===== src/rtl/cpu_bus_arbiter_if.sv =====
// cpu_bus_arbiter_if
//   Groups every handshake/bus signal of the CPU bus arbiter:
//   - i_*  : instruction-fetch request port (read-only, 4-byte words)
//   - d_*  : data-access request port (loads and stores)
//   - m_*  : shared memory request/response bus
//   Modports:
//   - master : the arbiter's view (takes core requests, drives the memory bus)
//   - slave  : the environment's view (core plus memory)
//
// Handshake rules (one place, applies to all ports):
//   A request on i_valid/d_valid is held by the core until the matching
//   *_addr_ok pulse. The memory accepts a request in a cycle where
//   m_valid=1 and m_ready=1. A response is a single beat in the cycle where
//   m_rvalid=1. *_addr_ok and *_data_ok are single-cycle pulses, and the
//   returned data is valid only in the *_data_ok cycle.
interface cpu_bus_arbiter_if;
  logic        i_valid;
  logic [31:0] i_addr;
  logic        i_addr_ok;
  logic        i_data_ok;
  logic [31:0] i_data;

  logic        d_valid;
  logic        d_write;
  logic [31:0] d_addr;
  logic [2:0]  d_size;
  logic [3:0]  d_strobe;
  logic [31:0] d_wdata;
  logic        d_addr_ok;
  logic        d_data_ok;
  logic [31:0] d_rdata;

  logic        m_valid;
  logic        m_write;
  logic [31:0] m_addr;
  logic [2:0]  m_size;
  logic [3:0]  m_strobe;
  logic [31:0] m_wdata;
  logic        m_ready;
  logic        m_rvalid;
  logic [31:0] m_rdata;

  modport master (
    input  i_valid, i_addr,
    output i_addr_ok, i_data_ok, i_data,
    input  d_valid, d_write, d_addr, d_size, d_strobe, d_wdata,
    output d_addr_ok, d_data_ok, d_rdata,
    output m_valid, m_write, m_addr, m_size, m_strobe, m_wdata,
    input  m_ready, m_rvalid, m_rdata
  );

  modport slave (
    output i_valid, i_addr,
    input  i_addr_ok, i_data_ok, i_data,
    output d_valid, d_write, d_addr, d_size, d_strobe, d_wdata,
    input  d_addr_ok, d_data_ok, d_rdata,
    input  m_valid, m_write, m_addr, m_size, m_strobe, m_wdata,
    output m_ready, m_rvalid, m_rdata
  );
endinterface


===== src/rtl/cpu_bus_arbiter.sv =====
// cpu_bus_arbiter
//   Merges the CPU core's instruction-fetch and data-access request ports onto
//   one shared memory bus with a single outstanding transaction. Responses are
//   routed back to the port that issued the request. A watchdog aborts a hung
//   transaction and records the abort in a sticky error flag.
// Ports:
//   clk       : clock, all state on posedge
//   reset     : synchronous, active-high reset
//   bus       : cpu_bus_arbiter_if.master (i_*, d_*, m_* signals)
//   err       : sticky watchdog-abort flag
//   state_dbg : current FSM state (0=IDLE, 1=REQ, 2=WAIT)
module cpu_bus_arbiter #(
  parameter int TIMEOUT = 256,
  parameter int CNT_W   = 9
) (
  input  logic                     clk,
  input  logic                     reset,
  cpu_bus_arbiter_if.master        bus,
  output logic                     err,
  output logic [1:0]               state_dbg
);

  typedef enum logic [1:0] {
    S_IDLE = 2'd0,
    S_REQ  = 2'd1,
    S_WAIT = 2'd2
  } state_t;

  localparam logic             WD_EN    = (TIMEOUT != 0);
  // Value of the counter during the TIMEOUT-th cycle spent in REQ/WAIT.
  localparam logic [CNT_W-1:0] CNT_LAST = (TIMEOUT != 0) ? CNT_W'(TIMEOUT - 1) : '0;
  localparam logic [CNT_W-1:0] CNT_MAX  = '1;

  state_t           state;
  logic             owner_d;   // 1: data port owns the transaction, 0: fetch port
  logic [CNT_W-1:0] cnt;

  logic busy;
  logic timeout;
  logic resp;
  logic addr_ok;
  logic data_ok;

  assign busy    = (state == S_REQ) || (state == S_WAIT);
  // A real response in WAIT wins over a coincident timeout.
  assign resp    = (state == S_WAIT) && bus.m_rvalid;
  assign timeout = WD_EN && busy && (cnt >= CNT_LAST) && !resp;

  // An abort in REQ still pulses addr_ok so the core can drop its request.
  assign addr_ok = (state == S_REQ) && (bus.m_ready || timeout);
  assign data_ok = resp || timeout;

  assign bus.i_addr_ok = addr_ok && !owner_d;
  assign bus.d_addr_ok = addr_ok &&  owner_d;
  assign bus.i_data_ok = data_ok && !owner_d;
  assign bus.d_data_ok = data_ok &&  owner_d;
  // Response data passes straight through; an abort returns zero.
  assign bus.i_data    = (resp && !owner_d) ? bus.m_rdata : 32'h0;
  assign bus.d_rdata   = (resp &&  owner_d) ? bus.m_rdata : 32'h0;

  assign state_dbg = state;

  always_ff @(posedge clk) begin
    if (reset) begin
      state        <= S_IDLE;
      owner_d      <= 1'b0;
      cnt          <= '0;
      err          <= 1'b0;
      bus.m_valid  <= 1'b0;
      bus.m_write  <= 1'b0;
      bus.m_addr   <= 32'h0;
      bus.m_size   <= 3'd0;
      bus.m_strobe <= 4'h0;
      bus.m_wdata  <= 32'h0;
    end else begin
      case (state)
        S_IDLE: begin
          if (bus.d_valid || bus.i_valid) begin
            state       <= S_REQ;
            cnt         <= '0;
            bus.m_valid <= 1'b1;
            // Data port has priority; a fetch stays pending on i_valid.
            if (bus.d_valid) begin
              owner_d      <= 1'b1;
              bus.m_write  <= bus.d_write;
              bus.m_addr   <= bus.d_addr;
              bus.m_size   <= bus.d_size;
              bus.m_strobe <= bus.d_write ? bus.d_strobe : 4'h0;
              bus.m_wdata  <= bus.d_wdata;
            end else begin
              owner_d      <= 1'b0;
              bus.m_write  <= 1'b0;
              bus.m_addr   <= bus.i_addr;
              bus.m_size   <= 3'd2;
              bus.m_strobe <= 4'h0;
              bus.m_wdata  <= 32'h0;
            end
          end
        end
        S_REQ: begin
          cnt <= (cnt == CNT_MAX) ? cnt : cnt + 1'b1;
          if (timeout) begin
            state       <= S_IDLE;
            bus.m_valid <= 1'b0;
            err         <= 1'b1;
          end else if (bus.m_ready) begin
            state       <= S_WAIT;
            bus.m_valid <= 1'b0;
          end
        end
        S_WAIT: begin
          cnt <= (cnt == CNT_MAX) ? cnt : cnt + 1'b1;
          if (resp) begin
            state <= S_IDLE;
          end else if (timeout) begin
            state <= S_IDLE;
            err   <= 1'b1;
          end
        end
        default: begin
          state       <= S_IDLE;
          bus.m_valid <= 1'b0;
        end
      endcase
    end
  end

endmodule


===== src/flat_wrapper.sv =====
// flat-port wrapper written by rule: the top's interface ports become plain ports
module cpu_bus_arbiter_flat 
#(
  parameter int TIMEOUT = 256,
  parameter int CNT_W   = 9
)
  (clk, reset, err, state_dbg, bus_i_valid, bus_i_addr, bus_i_addr_ok, bus_i_data_ok, bus_i_data, bus_d_valid, bus_d_write, bus_d_addr, bus_d_size, bus_d_strobe, bus_d_wdata, bus_d_addr_ok, bus_d_data_ok, bus_d_rdata, bus_m_valid, bus_m_write, bus_m_addr, bus_m_size, bus_m_strobe, bus_m_wdata, bus_m_ready, bus_m_rvalid, bus_m_rdata);
  cpu_bus_arbiter_if bus_i ();
  input  logic clk;
  input  logic reset;
  output logic err;
  output logic [1:0] state_dbg;
  input wire logic [$bits(bus_i.i_valid)-1:0] bus_i_valid;
  input wire logic [$bits(bus_i.i_addr)-1:0] bus_i_addr;
  output wire logic [$bits(bus_i.i_addr_ok)-1:0] bus_i_addr_ok;
  output wire logic [$bits(bus_i.i_data_ok)-1:0] bus_i_data_ok;
  output wire logic [$bits(bus_i.i_data)-1:0] bus_i_data;
  input wire logic [$bits(bus_i.d_valid)-1:0] bus_d_valid;
  input wire logic [$bits(bus_i.d_write)-1:0] bus_d_write;
  input wire logic [$bits(bus_i.d_addr)-1:0] bus_d_addr;
  input wire logic [$bits(bus_i.d_size)-1:0] bus_d_size;
  input wire logic [$bits(bus_i.d_strobe)-1:0] bus_d_strobe;
  input wire logic [$bits(bus_i.d_wdata)-1:0] bus_d_wdata;
  output wire logic [$bits(bus_i.d_addr_ok)-1:0] bus_d_addr_ok;
  output wire logic [$bits(bus_i.d_data_ok)-1:0] bus_d_data_ok;
  output wire logic [$bits(bus_i.d_rdata)-1:0] bus_d_rdata;
  output wire logic [$bits(bus_i.m_valid)-1:0] bus_m_valid;
  output wire logic [$bits(bus_i.m_write)-1:0] bus_m_write;
  output wire logic [$bits(bus_i.m_addr)-1:0] bus_m_addr;
  output wire logic [$bits(bus_i.m_size)-1:0] bus_m_size;
  output wire logic [$bits(bus_i.m_strobe)-1:0] bus_m_strobe;
  output wire logic [$bits(bus_i.m_wdata)-1:0] bus_m_wdata;
  input wire logic [$bits(bus_i.m_ready)-1:0] bus_m_ready;
  input wire logic [$bits(bus_i.m_rvalid)-1:0] bus_m_rvalid;
  input wire logic [$bits(bus_i.m_rdata)-1:0] bus_m_rdata;
  assign bus_i.i_valid = bus_i_valid;
  assign bus_i.i_addr = bus_i_addr;
  assign bus_i_addr_ok = bus_i.i_addr_ok;
  assign bus_i_data_ok = bus_i.i_data_ok;
  assign bus_i_data = bus_i.i_data;
  assign bus_i.d_valid = bus_d_valid;
  assign bus_i.d_write = bus_d_write;
  assign bus_i.d_addr = bus_d_addr;
  assign bus_i.d_size = bus_d_size;
  assign bus_i.d_strobe = bus_d_strobe;
  assign bus_i.d_wdata = bus_d_wdata;
  assign bus_d_addr_ok = bus_i.d_addr_ok;
  assign bus_d_data_ok = bus_i.d_data_ok;
  assign bus_d_rdata = bus_i.d_rdata;
  assign bus_m_valid = bus_i.m_valid;
  assign bus_m_write = bus_i.m_write;
  assign bus_m_addr = bus_i.m_addr;
  assign bus_m_size = bus_i.m_size;
  assign bus_m_strobe = bus_i.m_strobe;
  assign bus_m_wdata = bus_i.m_wdata;
  assign bus_i.m_ready = bus_m_ready;
  assign bus_i.m_rvalid = bus_m_rvalid;
  assign bus_i.m_rdata = bus_m_rdata;
  cpu_bus_arbiter #(.TIMEOUT(TIMEOUT), .CNT_W(CNT_W)) u_core (.clk(clk), .reset(reset), .bus(bus_i), .err(err), .state_dbg(state_dbg));
endmodule

===== config.mk =====
export PLATFORM = sky130hd
export DESIGN_NAME = cpu_bus_arbiter_flat
export DESIGN_NICKNAME = d
export VERILOG_FILES = /design/src/rtl/cpu_bus_arbiter_if.sv /design/src/rtl/cpu_bus_arbiter.sv /design/src/flat_wrapper.sv
export SDC_FILE = /design/constraint.sdc
export NUM_CORES = 1
export LEC_CHECK = 0
export CAP_MARGIN = 20
export CORE_AREA = 2 2 110 112
export CTS_BUF_LIST = sky130_fd_sc_hd__clkbuf_16
export CTS_CLUSTER_SIZE = 16
export DETAILED_ROUTE_END_ITERATION = 6
export DIE_AREA = 0 0 112 114
export HOLD_SLACK_MARGIN = 0.08
export PLACE_DENSITY = 0.92
export SYNTH_ARGS = -nofsm -noshare
export SYNTH_HDL_FRONTEND = slang
export SYNTH_SLANG_ARGS = --single-unit

===== constraint.sdc =====
create_clock -name clk -period 6.3 [get_ports clk]
set_clock_uncertainty 0.05 [all_clocks]
set_input_delay 1.26 -clock clk [delete_from_list [all_inputs] [get_ports clk]]
set_output_delay 1.26 -clock clk [all_outputs]
set_load 0.02 [all_outputs]

==> run metrics <==
Hold Crit Start=u_core.err; relative max-transition margin=35.2%; critical path cell sequence=clkdlybuf4s50_1 > nand2_1 > and2_1 > and2_4 > o21ai_0 > nor2_1 > clkdlybuf4s50_1; number of flops mapped to enable cells by yosys=0; die area=12800 µm²; Die Y-Extent=114 µm; largest net degree at the start of global routing=71; RR Startpoint=u_core.state_dbg[0]; leakage=0.00282 µW; synthesized area=4080 µm²; # H-tree levels=3; critical path required time=4990 ps; Yosys Warn Count=0; CTS tree=yes; Worst R2R Setup Slack=3720 ps; CP Launch Type=primary input; run status=completed; final WL=13000 µm; CTS Buffer Depth=2; DR DRC count=0; fin. max-slew vios=0; Worst Hold Path EP=u_core.err; first-pass GRT wire length=20600 µm; Die X=112 µm; Rows=40; CTS Buf Count=9; initial antenna violation count=0; CTS sink cnt=86; pin slew with the least headroom to its limit=972 ps; Reg2Reg Depth=6; CTS Hold Bufs=0; share of cells above drive strength 1=4.12%; Area Overhead vs Synth=79.3%; ant diodes=0; drt first pass iters=4; Port Buffers=285; number of global-route vias before repair=4138; Setup CP Type=primary input to output pin; sequential-to-total area share from yosys stat=42.2%; RePlAce Congestion=0.806; setup TNS=0 ps; hpwl dp=9820 µm; core area=11700 µm²; drt via density=4.89; final hold violation count=0; hold depth=2; synthesized instance count=485; Crit. End Element=output pin; Ports=286; syn_nets=634; distinct cell type count after synthesis=39; worst skew pair latency=330 ps; Worst Hold Class=flip-flop to flip-flop; worst-path maximum fanout=4; max_cap viols=0; remaining global-route overflow=0; max incr delay on CP=550 ps; Post-synth ARST share=0%; Worst Setup SP=bus_m_rvalid; Final min period=4390 ps; Max VDD drop=0.185 mV; Final setup viols=0; Max Fclk=228 MHz; pwr dens=311 nW/µm²; most used cell, CP=clkdlybuf4s50_1; via count=4397; Synth Flop Type=dfxtp_1; Final Cycle Share=69.7%; Syn Area/Cell=8.42 µm²; Setup WS post-layout=1910 ps; WP data arrival=3080 ps; Final nets=897; total power=2280 µW; Post-Place Setup Slack=1940 ps; Initial Util=34.9%; antenna viol nets, final=0; RSZ-0062 raised after global routing=false; Yosys reg bits=86; Root Buffer=clkbuf_16; DRT iter0 DRCs=184; Reg-to-Reg End=u_core.bus.m_addr[25]; Total Routing Usage GR=19.9%; Finished Core Util=62.5%; Routed WL per cell=14.5 µm; cts repair resizes=0; postcts setup bufs=0; Crit-path slowest cell=clkdlybuf4s50_1; clk slew on worst S/H paths=60 ps
==> stage by stage <==
step / cell area, µm² / instances / hold WS [ps]
global route: 7320 / 900 / 419
global placement: 7000 / 884 / 384
CTS: 7320 / 900 / 401
finish: 7320 / 900 / 397
floorplan: 4080 / 485 / 422
detailed placement: 7000 / 884 / 392
==> cell type report <==
class / count / area (µm²)
fillers: 989 / 4390
repair buffers: 291 / 2890
multi-input cells: 353 / 2180
flip-flops and latches: 86 / 1720
clock buffers: 9 / 225
well taps: 147 / 184
clock inverters: 7 / 91.3
inverters: 7 / 26.3
==> synth_stat cells (4+ instances only) <==
master	n	area (µm²)
o21ai_0	4	20.0
a21oi_1	38	190
nand2_1	38	143
and2_1	67	419
xor2_1	5	43.8
dfxtp_1	86	1720
mux2i_1	33	330
nand3_1	36	180
clkbuf_1	23	86.3
nor2_1	56	210
ha_1	7	87.6
inv_1	7	26.3
a211oi_1	33	248
buf_2	14	70.1
a22oi_1	5	37.5
==> worst max-delay path, delay by kind of cell <==
| family | cells | cell delay, ps |
|---|---|---|
| buffers and inverters | 2 | 1020 |
| and+or+nand+nor | 4 | 520 |
| AOI/OAI and AO/OA | 1 | 280 |
==> where the power goes <==
part | total [µW] | leakage [µW] | internal (µW) | switching [µW]
logic | 990 | 0.00196 | 446 | 544
clock network | 558 | 0.000154 | 345 | 213
registers | 731 | 0.000708 | 663 | 68.4
==> cells by family (layout without fill, tap and decap cells) <==
family	after synthesis	in the layout	share of synthesized area, %
xor gates and xnor gates	7	7	1.50
adders and majority gates	7	7	2.15
AOI/OAI and AO/OA	92	92	15.2
buffers and inverters	46	314	4.66
DFF	86	86	42.2
muxes	33	33	8.09
and+or+nand+nor	214	214	26.3
==> worst max-delay path by stage <==
stage                    end  cells past startpoint
2_1_floorplan  bus_d_addr_ok                      5
4_1_cts        bus_i_addr_ok                      7
6_report       bus_i_addr_ok                      7
5_1_grt        bus_i_addr_ok                      7
3_3_place_gp   bus_i_addr_ok                      7
3_5_place_dp   bus_i_addr_ok                      7
==> sequential cells by signal, indices dropped and copies added (netlist names) <==
signal,flops
u_core.bus.m_valid,1
u_core.err,1
u_core.bus.m_strobe,4
u_core.owner_d,1
u_core.cnt,9
u_core.bus.m_wdata,32
u_core.bus.m_size,3
u_core.state_dbg,2
u_core.bus.m_write,1
u_core.bus.m_addr,32
==> metal layers <==
| layer | up-vias | global-route usage [%] | share of wire [%] |
|---|---|---|---|
| met5 | - | 0 | 0 |
| met4 | 0 | 8.54 | 2.7 |
| met3 | 27 | 6.59 | 9.6 |
| met2 | 224 | 35.1 | 50 |
| met1 | 1955 | 22.1 | 38 |
| li1 | 2191 | - | - |
==> placed cells by master, fill, tap and decap left out, types with 5 or more instances in the layout <==
| cell | netlist | routed |
|---|---|---|
| a21oi_1 | 38 | 38 |
| nor2_1 | 56 | 56 |
| a22oi_1 | 5 | 5 |
| ha_1 | 7 | 6 |
| mux2i_1 | 33 | 33 |
| nand3_1 | 36 | 36 |
| inv_1 | 7 | 9 |
| a211oi_1 | 33 | 33 |
| nand2_1 | 38 | 38 |
| dfxtp_1 | 86 | 86 |
| buf_4 | 0 | 6 |
| xor2_1 | 5 | 5 |
| and2_1 | 67 | 67 |
| clkdlybuf4s50_1 | 0 | 283 |
| clkbuf_16 | 0 | 9 |
No activity file was read; power rests on OpenSTA's default activity.
